### src/rtl/axi_pkg.sv
// Shared AXI-Lite constants and bridge FSM state encoding.
package axi_pkg;

   localparam int unsigned AXI_ADDR_BITS = 32;
   localparam int unsigned AXI_DATA_BITS = 32;

   localparam logic [1:0] RESP_OKAY   = 2'b00;
   localparam logic [1:0] RESP_SLVERR = 2'b10;

   // Bridge FSM state; plain localparams keep the encoding visible to legacy tools.
   typedef logic [2:0] state_t;
   localparam state_t StIdle  = 3'd0;
   localparam state_t StRdAr  = 3'd1;
   localparam state_t StRdR   = 3'd2;
   localparam state_t StWrAww = 3'd3;
   localparam state_t StWrB   = 3'd4;
   localparam state_t StRsp   = 3'd5;

endpackage

### src/rtl/axi_lite_master_bridge.sv
// Single-outstanding bridge from a simple core request port to an AXI-Lite master.
// All AXI outputs come straight from state or registers, never from READY inputs.
module axi_lite_master_bridge
   import axi_pkg::*;
#(
   parameter int unsigned ADDR_W = AXI_ADDR_BITS,
   parameter int unsigned DATA_W = AXI_DATA_BITS
) (
   input  logic                  ACLK,
   input  logic                  ARESETn,
   // core side
   input  logic                  req_valid_i,
   output logic                  req_ready_o,
   input  logic                  req_we_i,
   input  logic [ADDR_W-1:0]     req_addr_i,
   input  logic [DATA_W/8-1:0]   req_wstrb_i,
   input  logic [DATA_W-1:0]     req_wdata_i,
   output logic                  rsp_valid_o,
   output logic [DATA_W-1:0]     rsp_rdata_o,
   output logic                  rsp_err_o,
   // AXI-Lite read
   output logic [ADDR_W-1:0]     ARADDR,
   output logic                  ARVALID,
   input  logic                  ARREADY,
   input  logic [DATA_W-1:0]     RDATA,
   input  logic [1:0]            RRESP,
   input  logic                  RVALID,
   output logic                  RREADY,
   // AXI-Lite write
   output logic [ADDR_W-1:0]     AWADDR,
   output logic                  AWVALID,
   input  logic                  AWREADY,
   output logic [DATA_W-1:0]     WDATA,
   output logic [DATA_W/8-1:0]   WSTRB,
   output logic                  WVALID,
   input  logic                  WREADY,
   input  logic [1:0]            BRESP,
   input  logic                  BVALID,
   output logic                  BREADY
);

   localparam int unsigned STRB_W = DATA_W / 8;

   state_t              state_q, state_d;
   logic [ADDR_W-1:0]   addr_q, addr_d;
   logic [DATA_W-1:0]   wdata_q, wdata_d;
   logic [STRB_W-1:0]   wstrb_q, wstrb_d;
   logic                aw_done_q, aw_done_d;
   logic                w_done_q, w_done_d;
   logic [DATA_W-1:0]   rdata_q, rdata_d;
   logic                err_q, err_d;
   logic                aw_hit, w_hit;

   // Next-state logic: one transaction at a time, request captured only in idle.
   always_comb begin
      state_d   = state_q;
      addr_d    = addr_q;
      wdata_d   = wdata_q;
      wstrb_d   = wstrb_q;
      aw_done_d = aw_done_q;
      w_done_d  = w_done_q;
      rdata_d   = rdata_q;
      err_d     = err_q;
      aw_hit    = aw_done_q | AWREADY;
      w_hit     = w_done_q | WREADY;
      unique case (state_q)
         StIdle: begin
            if (req_valid_i) begin
               addr_d  = req_addr_i;
               wdata_d = req_wdata_i;
               wstrb_d = req_wstrb_i;
               state_d = req_we_i ? StWrAww : StRdAr;
            end
         end
         StRdAr: begin
            if (ARREADY) state_d = StRdR;
         end
         StRdR: begin
            if (RVALID) begin
               rdata_d = RDATA;
               err_d   = (RRESP != RESP_OKAY);
               state_d = StRsp;
            end
         end
         StWrAww: begin
            // AW and W may complete in any order; each VALID retires on its own.
            if (aw_hit && w_hit) begin
               aw_done_d = 1'b0;
               w_done_d  = 1'b0;
               state_d   = StWrB;
            end else begin
               aw_done_d = aw_hit;
               w_done_d  = w_hit;
            end
         end
         StWrB: begin
            if (BVALID) begin
               err_d   = (BRESP != RESP_OKAY);
               state_d = StRsp;
            end
         end
         StRsp: begin
            state_d = StIdle;
         end
         default: begin
            state_d = StIdle;
         end
      endcase
   end

   // State and datapath registers; reset abandons any transaction in flight.
   always_ff @(posedge ACLK or negedge ARESETn) begin
      if (!ARESETn) begin
         state_q   <= StIdle;
         addr_q    <= '0;
         wdata_q   <= '0;
         wstrb_q   <= '0;
         aw_done_q <= 1'b0;
         w_done_q  <= 1'b0;
         rdata_q   <= '0;
         err_q     <= 1'b0;
      end else begin
         state_q   <= state_d;
         addr_q    <= addr_d;
         wdata_q   <= wdata_d;
         wstrb_q   <= wstrb_d;
         aw_done_q <= aw_done_d;
         w_done_q  <= w_done_d;
         rdata_q   <= rdata_d;
         err_q     <= err_d;
      end
   end

   assign req_ready_o = (state_q == StIdle);
   assign rsp_valid_o = (state_q == StRsp);
   assign rsp_rdata_o = rdata_q;
   assign rsp_err_o   = err_q;

   assign ARADDR  = addr_q;
   assign ARVALID = (state_q == StRdAr);
   assign RREADY  = (state_q == StRdR);
   assign AWADDR  = addr_q;
   assign AWVALID = (state_q == StWrAww) && !aw_done_q;
   assign WDATA   = wdata_q;
   assign WSTRB   = wstrb_q;
   assign WVALID  = (state_q == StWrAww) && !w_done_q;
   assign BREADY  = (state_q == StWrB);

endmodule

### config.mk
export PLATFORM = sky130hd
export DESIGN_NAME = axi_lite_master_bridge
export DESIGN_NICKNAME = d
export VERILOG_FILES = /design/src/rtl/axi_pkg.sv /design/src/rtl/axi_lite_master_bridge.sv
export SDC_FILE = /design/constraint.sdc
export NUM_CORES = 1
export LEC_CHECK = 0
export CELL_PAD_IN_SITES_DETAIL_PLACEMENT = 0
export CELL_PAD_IN_SITES_GLOBAL_PLACEMENT = 1
export CORE_ASPECT_RATIO = 2
export CORE_MARGIN = 2
export CORE_UTILIZATION = 33
export CTS_BUF_LIST = sky130_fd_sc_hd__clkbuf_8
export DETAILED_ROUTE_END_ITERATION = 7
export GPL_TIMING_DRIVEN = 0
export PLACE_DENSITY = 0.95
export SETUP_SLACK_MARGIN = 0.4
export SLEW_MARGIN = 10
export SYNTH_ARGS = -nofsm -noshare
export SYNTH_HDL_FRONTEND = slang
export SYNTH_SLANG_ARGS = --single-unit
export TNS_END_PERCENT = 10
### constraint.sdc
create_clock -name ACLK -period 2.6 [get_ports ACLK]
set_clock_uncertainty 0.1 [all_clocks]
set_input_delay 0.52 -clock ACLK [delete_from_list [all_inputs] [get_ports ACLK]]
set_output_delay 0.52 -clock ACLK [all_outputs]
set_load 0.01 [all_outputs]
Word level (Yosys, flattened, before mapping)
Cells that the tools add are included.

Equal/unequal tests: 10. Reductions and logical operators: 13. Bitwise logic cells: 2. Muxes and demuxes: 12.

Operators with widths (number): two-way mux 3 bit (5); one-hot mux 3 bit (5 select lines) (1); inequality test 2 bit, second input constant (4); == test 3 x 2 -> 1 bit, second input constant (2); == test 3 bit, second input constant (2); nonzero test 2 bit (3); AND reduction 5 bit (1); two-way mux 1 bit (4); AND reduction 2 bit (2); == test 3 x 1 -> 1 bit, second input constant (1); logical AND 1 bit (3); zero test 3 bit (1); AND reduction 3 bit (1); zero test 1 bit (2); two-way mux 2 bit (1); inequality test 2 x 1 -> 1 bit, second input constant (1); OR 1 bit (2); one-hot mux 1 bit (2 select lines) (1).

Register bits: 106. Logic and storage cells: 45.

Logic depth before layout (Yosys ltp)
Depth in word-level cells: 4. Gate-level depth with buffers: 7. Gate-level depth less buffers: 4.

Least setup slack after synthesis
OpenSTA, ideal clock, no wires.

Kind: reg2reg. Start: register state_q[0]. End: register addr_q[0], in the netlist ARADDR[0]. Cell stages (with the launch flop): 8. Setup time: 0.125 ns. Period minus slack after synthesis: 1.803 ns. Arrival time: 1.578 ns. Slack: 0.797 ns. Path through: dfrtp_1 > buf_6 > nor3_2 > and2_1 > buf_6 > buf_8 > buf_12 > mux2_4.

Longest elaborated chain between the ends: 2.

RTL lines: from (decl) (line axi_lite_master_bridge.sv:44) `state_t state_q, state_d;`; from (signal assigned) (line axi_lite_master_bridge.sv:114) `state_q <= StIdle;`; from (signal assigned) (line axi_lite_master_bridge.sv:123) `state_q <= state_d;`; zero test 3 bit; named net req_ready_o (line axi_lite_master_bridge.sv:13) `output logic req_ready_o,`; AND reduction 2 bit (no source line); to (signal assigned) (line axi_lite_master_bridge.sv:124) `addr_q <= addr_d;`; to (decl) (line axi_lite_master_bridge.sv:45) `logic [ADDR_W-1:0] addr_q, addr_d;`.

The timed path passes the listed nets, and every way through them passes these cells. A chain may end at the register's enable or synchronous reset.

Worst setup path in the final report
Start: register state_q[2]. End: output WVALID.

Longest elaborated chain between the ends: 2.

RTL lines: == test 3 x 2 -> 1 bit (line axi_lite_master_bridge.sv:146) `assign WVALID = (state_q == StWrAww) && !w_done_q;`; logical AND 1 bit (line axi_lite_master_bridge.sv:146); to (decl) (line axi_lite_master_bridge.sv:35) `output logic WVALID,`.

Every way passes these cells.

==> key figures <==
Outcome
  • Status: complete, no violations

Pwr
  • Flop pwr share: approximately a third
  • Pint: approximately 6.5 mW
  • P_sw: roughly 2.9 mW
  • Power share of the combinational group: 56.6%
  • Lkg Pwr: roughly 3.3 nW
  • VDD IR max: 0.526 mV
  • Switching portion of total power: a little under a third
  • Pwr/cell area: 1220 nW/µm²
  • Total power: around 9.4 mW
  • Clock power share: a little over a tenth

Drt
  • Routed Antenna Nets: 0
  • Initial drt markers: between 60 and 70
  • Drt pass-1 iters: 4
  • # DRC: 0
  • Vias: approximately 3300
  • Avg Vias per Cell: 4.37
  • Routed WL: 12500 µm
  • Post-DR wirelength/cell: ~16 µm

Clock tree
  • Clk slew on worst S/H paths: approximately 0.11 ns
  • Clk root buf: clkbuf_8
  • Clk Latency, worst-skew pair: between 0.3 and 0.4 ns
  • Clk buf depth: 2
  • H-tree Lvls: 3
  • CTS Buf Count: 9
  • CTS tree: done
  • CTS Sinks: roughly 110

Synthesis
  • Syn Nets: 411
  • Most common cell in the synthesized netlist: dfrtp_1
  • Post-synth EDFFs: 0
  • Synth Flop Type: dfrtp_1
  • Mapped Cells: a little under 300
  • Area leader, netlist: dfrtp_1
  • Async SR Flop Fraction: 100%
  • Syn_area_per_cell: approximately 16 µm²
  • Synth area leaders: dfrtp_1 (57%), mux2_4 (16%), mux2_2 (12%)
  • Synth cell count leaders: dfrtp_1 (106), mux2_2 (50), mux2_4 (50), buf_4 (36), nor2_1 (15)
  • YS warnings: 0
  • Post-synthesis sequential area ratio: a little under three fifths
  • Synth top area share: between 50 and 60%
  • Post-synth cell types: 30
  • Synthesized cell area: 4630 µm²
  • Flip-flop and latch count after synthesis: roughly 110

Worst setup path
  • Worst EP arrival: 1.74 ns
  • Setup CP Type: reg2out
  • Worst path required time: just under 2 ns
  • Startpoint Class: flip-flop
  • Critical Path Fanout Max: 8
  • Critical path endpoint category: output port
  • R2R depth: 7

Die
  • Row count: between 60 and 70
  • Die W: around 88 µm
  • I/O Pins: around 250
  • Die Area: about 15000 µm²
  • Initial Util: 33.5%
  • Die height: 172 µm
  • Core area: around 14000 µm²

Cells and area
  • Fill cell count: 1128
  • Area of the multi-input gates: 1580 µm²
  • Register area: ~2700 µm²
  • Design area: ~7700 µm²
  • P&R area growth vs syn: 65.7%
  • Nets: 680
  • # diodes: 0
  • Share of cells above drive strength 1: between 30% and 40%

STA
  • TNS Setup: 0 ns
  • Final setup viols: 0
  • Fmax: around 420 MHz
  • RSZ-0062 raised after global routing: yes
  • Relative slew slack: a little under three quarters
  • Final Cycle Share: about nine tenths
  • Final Max Slew Viols: 0
  • Final worst path period need: 2.36 ns
  • Final hold vios: 0
  • Actual slew at the worst max-slew pin: 0.434 ns

Hold path
  • Cells on Worst Hold Path: 1
  • Hold Crit Class: reg2reg

GRT
  • Grt ovf: 0
  • First-pass GRT wire length: 18800 µm
  • Initial antenna violation count: 0
  • Vias in the first global route: ~3600
  • GRT Resource Usage Total: between 15 and 20%
  • Largest net degree at the start of global routing: slightly below 90

Placement
  • I/O Buffers: about 250
  • GPL Wtd Cong: ~0.73
  • DP Wirelength: ~9800 µm
  • Post-DP Area: between 7000 and 8000 µm²

Job
  • Maxcap violations: 0
[layer usage]
metal  track usage [%]  vias to the layer above  part of all wire [%]
met5                 0                        -                     0
met4              5.48                        0                   2.1
met3              3.60                       19                   5.9
met2              31.8                      148                    59
met1              16.4                     1631                    33
li1                  -                     1530                     -
[cell usage in the layout, fill, tap and decap left out, types with 2 or more instances in the layout]
cell             netlist  final
mux2_2                50     50
buf_6                  6      7
nor2b_1                3      2
and2_1                 4      4
buf_12                 2      2
clkbuf_8               0      9
buf_4                 36     41
a21oi_1                2      2
nor2_1                15     15
inv_6                  0      2
nand2_1                2      2
nand2b_1               2      2
clkinv_2               0      2
a31oi_1                2      2
o22ai_1                2      2
clkinv_4               0      2
dfrtp_1              106    105
clkdlybuf4s50_1        0    249
mux2_4                50     50
[path summary, 6_finish.rpt]
path                             from         end  slack [ns]
hold / removal              WDATA[16]   WDATA[16]        0.41
setup reg to reg           state_q[2]   WDATA[19]        0.69
hold reg to reg             WDATA[16]   WDATA[16]        0.41
min in group asynchronous     ARESETn   WDATA[24]        0.46
max in group asynchronous     ARESETn  ARADDR[22]        1.25
setup / recovery           state_q[2]      WVALID        0.24
[power by group through the flow]
stage	registers, mW	logic, mW	clock network (mW)
floorplan	3.37	2.19	0
global placement	3.03	5.24	0
detailed placement	3.07	5.33	0
CTS	3.05	5.38	1.08
global route	3.16	5.64	1.14
finish	3.04	5.32	1.03
[what timing repair did]
item / CTS / global route
setup buffers: 3 / 1
endpoints found under the setup margin: 7 / 7
endpoints found under the hold margin: 19 / 0
resized for setup: 6 / 3
hold buffers: 1 / 0
[through the flow]
step                util (%)  instances  setup WS, ns  hold slack [ns]
detailed placement      53.7        740         0.440            0.278
global placement        53.5        739         -3.00            0.390
finish                  55.5        761         0.241            0.413
floorplan                  -        298         0.797            0.124
global route            55.5        761         0.130            0.428
CTS                     55.4        760         0.180            0.417
[sequential cells by signal, summed over array words and instances (netlist names)]
signal and cells:
aw_done_q 1, rsp_rdata_o 32, WSTRB 4, WDATA 32, w_done_q 1, rsp_err_o 1
state_q 3, ARADDR 32
[logic make-up (layout without fill, tap and decap cells)]
group	Yosys count	count (layout)	share of synthesized area [%]
mux	101	101	28.6
compound gates	13	13	1.97
flops	106	106	57.3
simple gates	31	31	3.46
buf+inv	47	321	8.68
[cell type report]
type	count	share of cell area [%]
Sequential cell	106	34.6
Tap cell	189	3.08
Clock inverter	7	0.978
Multi-Input combinational cell	145	20.6
Buffer	47	5.32
Clock buffer	9	1.61
Timing Repair Buffer	258	33.8
[critical path, cell delays in order, from the launching register on]
cell             delay, ns
dfrtp_2               0.47
nand3b_1              0.24
nor2_1                0.12
clkdlybuf4s50_1       0.55
(Power assumes the default switching activity.)
